==> config.mk <==
export PLATFORM = sky130hd
export DESIGN_NAME = seq_detect_mealy
export DESIGN_NICKNAME = d
export VERILOG_FILES = /design/src/rtl/seq_detect_pkg.sv /design/src/rtl/seq_match_counter.sv /design/src/rtl/seq_detect_mealy.sv
export SDC_FILE = /design/constraint.sdc
export NUM_CORES = 1
export LEC_CHECK = 0
export ABC_AREA = 1
export BUFFER_PORTS_ARGS = -buffer_cell sky130_fd_sc_hd__clkbuf_2
export CAP_MARGIN = 20
export CORE_AREA = 2 2 39 41
export CTS_BUF_LIST = sky130_fd_sc_hd__clkbuf_4 sky130_fd_sc_hd__clkbuf_8
export CTS_CLUSTER_SIZE = 8
export DETAILED_ROUTE_END_ITERATION = 8
export DIE_AREA = 0 0 41 43
export SYNTH_ARGS = -nofsm -noshare
export SYNTH_HDL_FRONTEND = slang
export SYNTH_SLANG_ARGS = --single-unit
==> constraint.sdc <==
create_clock -name clk -period 2.4 [get_ports clk]
set_input_delay 0.24 -clock clk [delete_from_list [all_inputs] [get_ports clk]]
set_output_delay 0.24 -clock clk [all_outputs]
set_load 0.005 [all_outputs]
==> src/rtl/seq_detect_pkg.sv <==
// Shared constants and elaboration-time helpers for the serial sequence detector.
// The helpers compute the KMP fallback lengths that the detector bakes into its
// next-state table for each parameter set.
package seq_detect_pkg;

    localparam int MAX_PAT_LEN = 16;

    // Bit i of the pattern counted in arrival order (i = 0 is the first bit received).
    function automatic logic pat_bit(
        input logic [MAX_PAT_LEN-1:0] pattern,
        input int                     len,
        input int                     idx
    );
        logic [MAX_PAT_LEN-1:0] shifted;
        shifted = pattern >> (len - 1 - idx);
        return shifted[0];
    endfunction

    // Length of the longest proper prefix of the pattern that is a suffix of
    // (the first k pattern bits followed by b).
    function automatic int fail_len(
        input logic [MAX_PAT_LEN-1:0] pattern,
        input int                     len,
        input int                     k,
        input logic                   b
    );
        int   best;
        int   limit;
        int   pos;
        logic ok;
        logic sbit;
        best  = 0;
        limit = (k + 1 < len - 1) ? k + 1 : len - 1;
        for (int l = 1; l <= MAX_PAT_LEN; l++) begin
            if (l <= limit) begin
                ok = 1'b1;
                for (int j = 0; j < MAX_PAT_LEN; j++) begin
                    if (j < l) begin
                        pos  = k + 1 - l + j;
                        sbit = (pos < k) ? pat_bit(pattern, len, pos) : b;
                        if (pat_bit(pattern, len, j) != sbit) begin
                            ok = 1'b0;
                        end
                    end
                end
                if (ok) begin
                    best = l;
                end
            end
        end
        return best;
    endfunction

    // Progress kept after a full match when overlapping matches are allowed.
    function automatic int prefix_fail(
        input logic [MAX_PAT_LEN-1:0] pattern,
        input int                     len
    );
        return fail_len(pattern, len, len - 1, pat_bit(pattern, len, len - 1));
    endfunction

endpackage

==> src/rtl/seq_match_counter.sv <==
// Saturating event counter with a synchronous clear. A clear that coincides
// with an event leaves the count at one so that event is not lost.
module seq_match_counter
    import seq_detect_pkg::*;
#(
    parameter int CNT_W = 8
) (
    input  logic             clk,
    input  logic             reset_n,
    input  logic             inc,
    input  logic             clr,
    output logic [CNT_W-1:0] count
);

    localparam logic [CNT_W-1:0] CNT_MAX = '1;

    // Count events, holding at the maximum, with clear taking priority
    always_ff @(posedge clk or negedge reset_n) begin
        if (!reset_n) begin
            count <= '0;
        end else if (clr) begin
            count <= inc ? CNT_W'(1) : '0;
        end else if (inc && (count != CNT_MAX)) begin
            count <= count + CNT_W'(1);
        end
    end

endmodule

==> src/rtl/seq_detect_mealy.sv <==
// Parametrised Mealy serial-sequence detector with KMP fallback and a
// registered one-cycle match pulse.
// Optional feature macro: SEQ_DETECT_COUNT_EN builds the saturating match
// counter; without it match_count is tied to zero and count_clr is ignored.
module seq_detect_mealy
    import seq_detect_pkg::*;
#(
    parameter int                 PAT_LEN = 4,
    parameter logic [PAT_LEN-1:0] PATTERN = 4'b1001,
    parameter bit                 OVERLAP = 1'b0,
    parameter int                 CNT_W   = 8
) (
    input  logic             clk,
    input  logic             reset_n,
    input  logic             din_valid,
    input  logic             din,
    input  logic             count_clr,
    output logic             dout,
    output logic [CNT_W-1:0] match_count
);

    localparam int                     SW          = (PAT_LEN > 2) ? $clog2(PAT_LEN) : 1;
    localparam int                     DEPTH       = 2 ** SW;
    localparam logic [MAX_PAT_LEN-1:0] PAT_EXT     = MAX_PAT_LEN'(PATTERN);
    localparam logic [SW-1:0]          LAST        = SW'(PAT_LEN - 1);
    localparam logic [SW-1:0]          AFTER_MATCH = OVERLAP ? SW'(prefix_fail(PAT_EXT, PAT_LEN)) : '0;

    logic [SW-1:0] state;
    logic [SW-1:0] state_next;
    logic          match;
    logic          hit;

    logic          exp_bit   [DEPTH];
    logic [SW-1:0] miss_next [DEPTH];

    // Per-state expected bit and miss fallback, fixed at elaboration.
    // Unreachable encodings fall back to the empty state.
    for (genvar k = 0; k < DEPTH; k++) begin : g_table
        if (k < PAT_LEN) begin : g_live
            localparam logic EXP = pat_bit(PAT_EXT, PAT_LEN, k);
            localparam int   FB  = fail_len(PAT_EXT, PAT_LEN, k, ~EXP);
            assign exp_bit[k]   = EXP;
            assign miss_next[k] = SW'(FB);
        end else begin : g_pad
            assign exp_bit[k]   = 1'b0;
            assign miss_next[k] = '0;
        end
    end

    assign hit = (din == exp_bit[state]);

    // State register and registered match pulse
    always_ff @(posedge clk or negedge reset_n) begin
        if (!reset_n) begin
            state <= '0;
            dout  <= 1'b0;
        end else begin
            state <= state_next;
            dout  <= match;
        end
    end

    // Next matched length: advance on a hit, KMP fallback on a miss, hold when idle
    always_comb begin
        state_next = state;
        if (din_valid) begin
            if (hit) begin
                if (state == LAST) begin
                    state_next = AFTER_MATCH;
                end else begin
                    state_next = state + SW'(1);
                end
            end else begin
                state_next = miss_next[state];
            end
        end
    end

    // Mealy match: the final pattern bit arrives while in the last state
    always_comb begin
        match = 1'b0;
        if (din_valid && hit && (state == LAST)) begin
            match = 1'b1;
        end
    end

`ifdef SEQ_DETECT_COUNT_EN
    seq_match_counter #(
        .CNT_W(CNT_W)
    ) u_counter (
        .clk    (clk),
        .reset_n(reset_n),
        .inc    (match),
        .clr    (count_clr),
        .count  (match_count)
    );
`else
    logic unused_count_clr;
    assign unused_count_clr = count_clr;
    assign match_count      = '0;
`endif

endmodule

==> results of run 1 <==
==> cell type report <==
class,count,area [um2]
multi-input cells,26,126
inverters,4,15.0
clock buffers,4,30.0
flip-flops and latches,3,75.1
well taps,16,20.0
repair buffers,5,30.0
fillers,164,1090
==> per-stage QoR <==
stage / hold slack, ns / cells / instance area (um2)
after floorplan: -0.0556 / 41 / 277
after global placement: 0.0379 / 53 / 256
after detailed placement: 0.0397 / 53 / 256
after CTS: 0.237 / 58 / 297
after global routing: 0.268 / 58 / 297
final: 0.245 / 58 / 297
==> worst max-delay path by stage <==
| stage | endpoint | start | slack, ns |
|---|---|---|---|
| floorplan | state[0] | state[0] | 1.24 |
| global placement | state[0] | state[0] | 1.16 |
| detailed placement | state[0] | state[0] | 1.14 |
| CTS | state[0] | state[0] | 1.14 |
| global route | state[0] | state[0] | 1.03 |
| finish | state[0] | state[0] | 1.15 |
==> cells in the final DEF (no fill, tap or decap) <==
master,Yosys,routed
conb_1,1,8
nor2_1,3,3
clkbuf_4,0,4
nand3_1,2,2
nand2_2,3,3
dlygate4sd3_1,0,1
dfrtp_1,3,3
nand2_1,7,7
a21oi_1,1,1
inv_1,4,4
ha_1,2,2
clkbuf_2,0,4
==> power breakdown <==
part	switching (mW)	leakage, nW	internal (mW)
clock	0.0251	0.0184	0.0735
sequential	0.0144	0.0384	0.0648
combinational	0.0600	0.120	0.0421
==> registers in the layout (all words and copies together), names as in the netlist <==
signal / flops
state: 2
dout: 1
==> timing repair <==
action	4_1_cts	5_1_grt
buffers inserted	0	0
hold endpoints to repair	3	0
hold buffers	1	0
==> cell families after synthesis <==
group / Yosys count / share of synthesized area
adders and majority gates: 2 / 0.100
and+or+nand+nor: 15 / 0.265
DFF: 3 / 0.300
buffers and inverters: 12 / 0.300
AOI/OAI and AO/OA: 1 / 0.0200
other: 1 / 0.0150
==> routing by layer <==
layer	wire length (um)	track usage	up-vias
met1	172	0.0613	75
met4	0	0.0400	0
met3	27	0.0471	0
met5	0	0	-
met2	128	0.0656	9
li1	-	-	101
==> worst max-delay path: cells and delay by family, from the launching register on <==
family,cells,cell delay [ns]
flops,1,0.39
fa+ha+maj,1,0.30
buf+inv,1,0.06
simple gates,6,0.39
==> flow_metrics.env, run 1 <==
export IMPL_critPathRequiredTime_ns=2.52
export IMPL_power_density_nw_per_um2=944
export IMPL_die_w_um=41
export IMPL_min_from="din_valid"
export IMPL_wire_per_inst_um=5.64
export IMPL_reg2reg_depth=8
export IMPL_critPathKind="flop to flop"
export IMPL_vdd_drop_max_mv=0.213
export IMPL_grt_setup_unrepaired="false"
export IMPL_wl_um=327
export IMPL_yosysUniqueCellTypes=10
export IMPL_synth_area_um2=250
export IMPL_num_antenna_cells=0
export IMPL_grt_max_degree=5
export IMPL_r2r_end="state[0]"
export IMPL_drt_pass1_iter_count=1
export IMPL_vias=185
export IMPL_routed_via_density=3.19
export IMPL_nNetsFinal=50
export IMPL_slew_viol_final=0
export IMPL_final_antenna_net_count=0
export IMPL_power_mw=0.280
export IMPL_cts_resized=0
export IMPL_fp_row_count=14
export IMPL_synth_flop_cell="dfrtp_1"
export IMPL_regToRegSetupSlack_ns=1.15
export IMPL_routabilityCongestion=0.768
export IMPL_first_iter_violations=0
export IMPL_r2r_start="state[0]"
export IMPL_synth_edff_count=0
export IMPL_dieArea_um2=1760
export IMPL_final_setup_tns_ns=0
export IMPL_cts_sinks=3
export IMPL_clock_skew_ns=0.00238
export IMPL_setup_violations=0
export IMPL_drc=0
export IMPL_ys_top_cells_by_area="dfrtp_1 30%, buf_4 24%, nand2_1 11%, ha_1 10%, nand2_2 7.5%"
export IMPL_areaGrowthSynthToFinish_pct=18.5
export IMPL_synthArstFlopShare=1.00
export IMPL_clkTransAtPathRegs_ns=0.03
export IMPL_ys_ff_latch=3
export IMPL_startpoint_type="flop"
export IMPL_hold_viol_final=0
export IMPL_cp_max_fo=4
export IMPL_layout_min_cycle_time_ns=1.25
export IMPL_period_share=0.519
export IMPL_p_leak_nw=0.177
export IMPL_cts_buffer_depth=2
export IMPL_io_pins=14
export IMPL_dp_slack_ns=1.14
export IMPL_clock_latency_ns=0.23
export IMPL_slowest_stage="dfrtp_1"
export IMPL_critPathMaxStageDelay_ns=0.39
export IMPL_root_buffer="clkbuf_4"
export IMPL_crit_path_end_kind="flop"
export IMPL_drive_gt1_frac=0.262
export IMPL_grt_pass1_wl_um=614
export IMPL_fp_dieH_um=43
export IMPL_yosysMostFrequentCell="buf_4"
export IMPL_track_usage=0.0553
export IMPL_yosysWarnings=0
export IMPL_yosysSeqAreaShare=0.300
export IMPL_fmax_ghz=0.802
export IMPL_cts_tree="done"
export IMPL_worst_slack_ns=1.15
export IMPL_min_delay_path_class="primary input to flop"
export IMPL_whs_endpoint="state[1]"
export IMPL_htreeDepth=1
export IMPL_grt_pass1_vias=164
export IMPL_yosysTopAreaCell="dfrtp_1"
export IMPL_synth_cells=34
export IMPL_drv_cap=0
export IMPL_crit_chain="inv_1, ha_1, nand2_1, nand2_2, nand2_2, nand2_1, nand2_1, nand2_1"
export IMPL_synthDominantCellAreaShare=0.300
export IMPL_port_buffers=4
export IMPL_cts_buffers=3
export IMPL_coreArea_um2=1380
export IMPL_holdPathStages=2
export IMPL_overflow=0
export IMPL_status="complete, no violations"
export IMPL_yosys_top_cells_count="8 x buf_4, 7 x nand2_1, 4 x inv_1"
export IMPL_antenna_found_initial=0
export IMPL_utilization=0.214
export IMPL_cpMostUsedCell="nand2_1"
export IMPL_post_dp_hpwl_um=273
export IMPL_synth_avg_cell_area_um2=7.36
export IMPL_arrival_ns=1.37
export IMPL_start_util=0.181
Note: power is estimated with default switching activity, not from simulation.
==> inputs of run 2 (changes only) <==
--- a/config.mk
+++ b/config.mk
@@ -5,7 +5,7 @@
 export SDC_FILE = /design/constraint.sdc
 export NUM_CORES = 1
 export LEC_CHECK = 0
-export ABC_AREA = 1
+export ABC_AREA = 0
 export BUFFER_PORTS_ARGS = -buffer_cell sky130_fd_sc_hd__clkbuf_2
 export CAP_MARGIN = 20
 export CORE_AREA = 2 2 39 41
==> constraint.sdc (replaced) <==
create_clock -name clk -period 1.1 [get_ports clk]
set_input_delay 0.11 -clock clk [delete_from_list [all_inputs] [get_ports clk]]
set_output_delay 0.11 -clock clk [all_outputs]
set_load 0.005 [all_outputs]
==> run 2 against run 1 <==
Against the previous run: final cell count shrank 12%; register-to-register slack lost 1.4 ns; the flow now finishes with violations (negative setup slack); die area is the same; critical path depth shrank 4; clock power grew 120%; clock skew shrank 0.00060 ns; core utilization grew 3.3 points; sequential share of layout area shrank 3.0 points; routed wire length grew 24%; largest power group unchanged; global-route usage shrank 0.22 points; sequential cell count is the same; critical endpoint unchanged.
==> flow_metrics.env, run 2 <==
export IMPL_cts_tree="done"
export IMPL_period_share=1.20
export IMPL_whs_endpoint="dout"
export IMPL_clock_skew_ns=0.00178
export IMPL_crit_chain="ha_4, xnor2_4, mux2i_1, a22o_1"
export IMPL_critical_path_top_delay_family="flip-flops"
export IMPL_final_common_cell="conb_1"
export IMPL_fp_row_count=14
export IMPL_synthArstFlopShare=1.00
export IMPL_min_delay_path_class="primary input to flop"
export IMPL_critPathKind="flop to flop"
export IMPL_areaGrowthSynthToFinish_pct=42.2
export IMPL_drive_gt1_frac=0.514
export IMPL_startpoint_type="flop"
export IMPL_cp_depth=4
export IMPL_worst_slack_ns=-0.219
export IMPL_yosysMostFrequentCell="buf_4"
export IMPL_synth_avg_cell_area_um2=10.0
export IMPL_stdcell_area_um2=342
export IMPL_slew_viol_final=0
export IMPL_drt_pass1_iter_count=2
export IMPL_routed_via_density=3.29
export IMPL_grt_pass1_vias=165
export IMPL_cts_buffer_depth=2
export IMPL_holdPathStages=2
export IMPL_layout_min_cycle_time_ns=1.32
export IMPL_cts_buffers=3
export IMPL_power_density_nw_per_um2=2630
export IMPL_io_pins=14
export IMPL_vdd_drop_max_mv=0.534
export IMPL_fmax_ghz=0.758
export IMPL_slowest_stage="dfrtp_2"
export IMPL_p_leak_nw=0.178
export IMPL_clkTransAtPathRegs_ns=0.04
export IMPL_critPathMaxStageDelay_ns=0.43
export IMPL_synthDominantCellAreaShare=0.313
export IMPL_grt_pass1_wl_um=572
export IMPL_synth_cells=24
export IMPL_dp_cells=45
export IMPL_holdWs_ns=0.179
export IMPL_track_usage=0.0531
export IMPL_status="finished, violations left"
export IMPL_root_buffer="clkbuf_4"
export IMPL_wire_per_inst_um=7.92
export IMPL_num_antenna_cells=0
export IMPL_dp_slack_ns=-0.225
export IMPL_coreArea_um2=1380
export IMPL_hold_viol_final=0
export IMPL_cp_max_fo=4
export IMPL_ys_ff_latch=3
export IMPL_start_util=0.174
export IMPL_final_antenna_net_count=0
export IMPL_fp_dieH_um=43
export IMPL_synth_flop_cell="dfrtp_1"
export IMPL_post_dp_hpwl_um=267
export IMPL_routabilityCongestion=0.587
export IMPL_setup_violations=3
export IMPL_antenna_found_initial=0
export IMPL_regToRegSetupSlack_ns=-0.22
export IMPL_dieArea_um2=1760
export IMPL_fin_cells=51
export IMPL_crit_path_end_kind="flop"
export IMPL_port_buffers=4
export IMPL_grt_setup_unrepaired="true"
export IMPL_regMostFlops="state"
export IMPL_r2r_end="state[0]"
export IMPL_post_dp_cell_area_um2=274
export IMPL_min_from="din_valid"
export IMPL_yosysTopAreaCell="dfrtp_1"
export IMPL_power_mw=0.898
export IMPL_arrival_ns=1.49
export IMPL_first_iter_violations=1
export IMPL_clock_latency_ns=0.23
export IMPL_synth_area_um2=240
export IMPL_overflow=0
export IMPL_yosysSeqAreaShare=0.313
export IMPL_yosys_top_cells_count="8 x buf_4, 3 x dfrtp_1, 2 x ha_1"
export IMPL_vias=168
export IMPL_wl_um=404
export IMPL_largest_register_ffs=2
export IMPL_drc=0
export IMPL_critPathBufInv=0
export IMPL_yosysWarnings=0
export IMPL_cts_sinks=3
export IMPL_die_w_um=41
export IMPL_layout_top_registers="state (2), dout (1)"
export IMPL_final_cell_mix="8 x conb_1, 4 x clkbuf_4, 4 x clkbuf_2"
export IMPL_nNetsFinal=43
export IMPL_ys_top_cells_by_area="dfrtp_1 31%, buf_4 25%, ha_1 10%, xnor2_2 6.8%, mux2_2 4.7%"
export IMPL_violations="negative setup slack"
export IMPL_synth_edff_count=0
export IMPL_htreeDepth=1
export IMPL_grt_max_degree=5
export IMPL_r2r_start="state[1]"
export IMPL_reg2reg_depth=4
export IMPL_yosysUniqueCellTypes=14
export IMPL_critPathRequiredTime_ns=1.27
export IMPL_drv_cap=0
-- run 2: changes by cell type after synthesis, sizes merged, moves of 2 or more --
cell / before / now
nand3: 2 / 0
nand2: 10 / 1
inv: 4 / 1
nor2: 3 / 1
-- run 2: worst max path at each step --
stage,start,to
after CTS,state[0],state[0]
after global placement,state[0],state[0]
after global routing,state[1],state[0]
final,state[1],state[0]
after floorplan,state[0],state[0]
after detailed placement,state[0],state[0]
-- run 2: what timing repair did --
item,4_1_cts,5_1_grt
setup endpoints to repair,3,3
setup buffers,1,0
hold buffers,1,0
endpoints found under the hold margin,3,0
cloned,0,0
pin swaps,2,3
resized for setup,2,2
-- run 2: per-layer routing --
metal	routed length (um)	vias up	global-route usage
met5	0	-	0
met4	0	0	0.0400
met3	31	0	0.0471
met2	229	8	0.0719
met1	143	77	0.0479
li1	-	83	-
-- run 2: through the flow --
| stage | TNS (ns) | util |
|---|---|---|
| after global routing | -0.597 | 0.247 |
| after CTS | -0.420 | 0.243 |
| final | -0.439 | 0.247 |
| after global placement | -0.307 | 0.198 |
| after floorplan | -0.171 | - |
| after detailed placement | -0.322 | 0.198 |
-- run 2: logic make-up after synthesis --
family	count (synthesis)	share of synthesized area
xor gates and xnor gates	1	0.0677
muxes	2	0.0885
and+or+nand+nor	4	0.0885
DFF	3	0.312
buffers and inverters	9	0.266
AOI/OAI and AO/OA	2	0.0573
other	1	0.0156
adders and majority gates	2	0.104
-- run 2: area by class of cell --
cell class,instances,area [um2]
clock buffer,4,30.0
fill,156,1040
inverter,1,3.75
multi-input combinational,19,159
sequential,3,76.3
tap,16,20.0
timing repair buffer,8,52.6
-- run 2: where the power goes --
| group | internal (mW) | switching, mW | leakage [nW] |
|---|---|---|---|
| Clock | 0.161 | 0.0600 | 0.0184 |
| Sequential | 0.149 | 0.0433 | 0.0379 |
| Combinational | 0.310 | 0.174 | 0.122 |
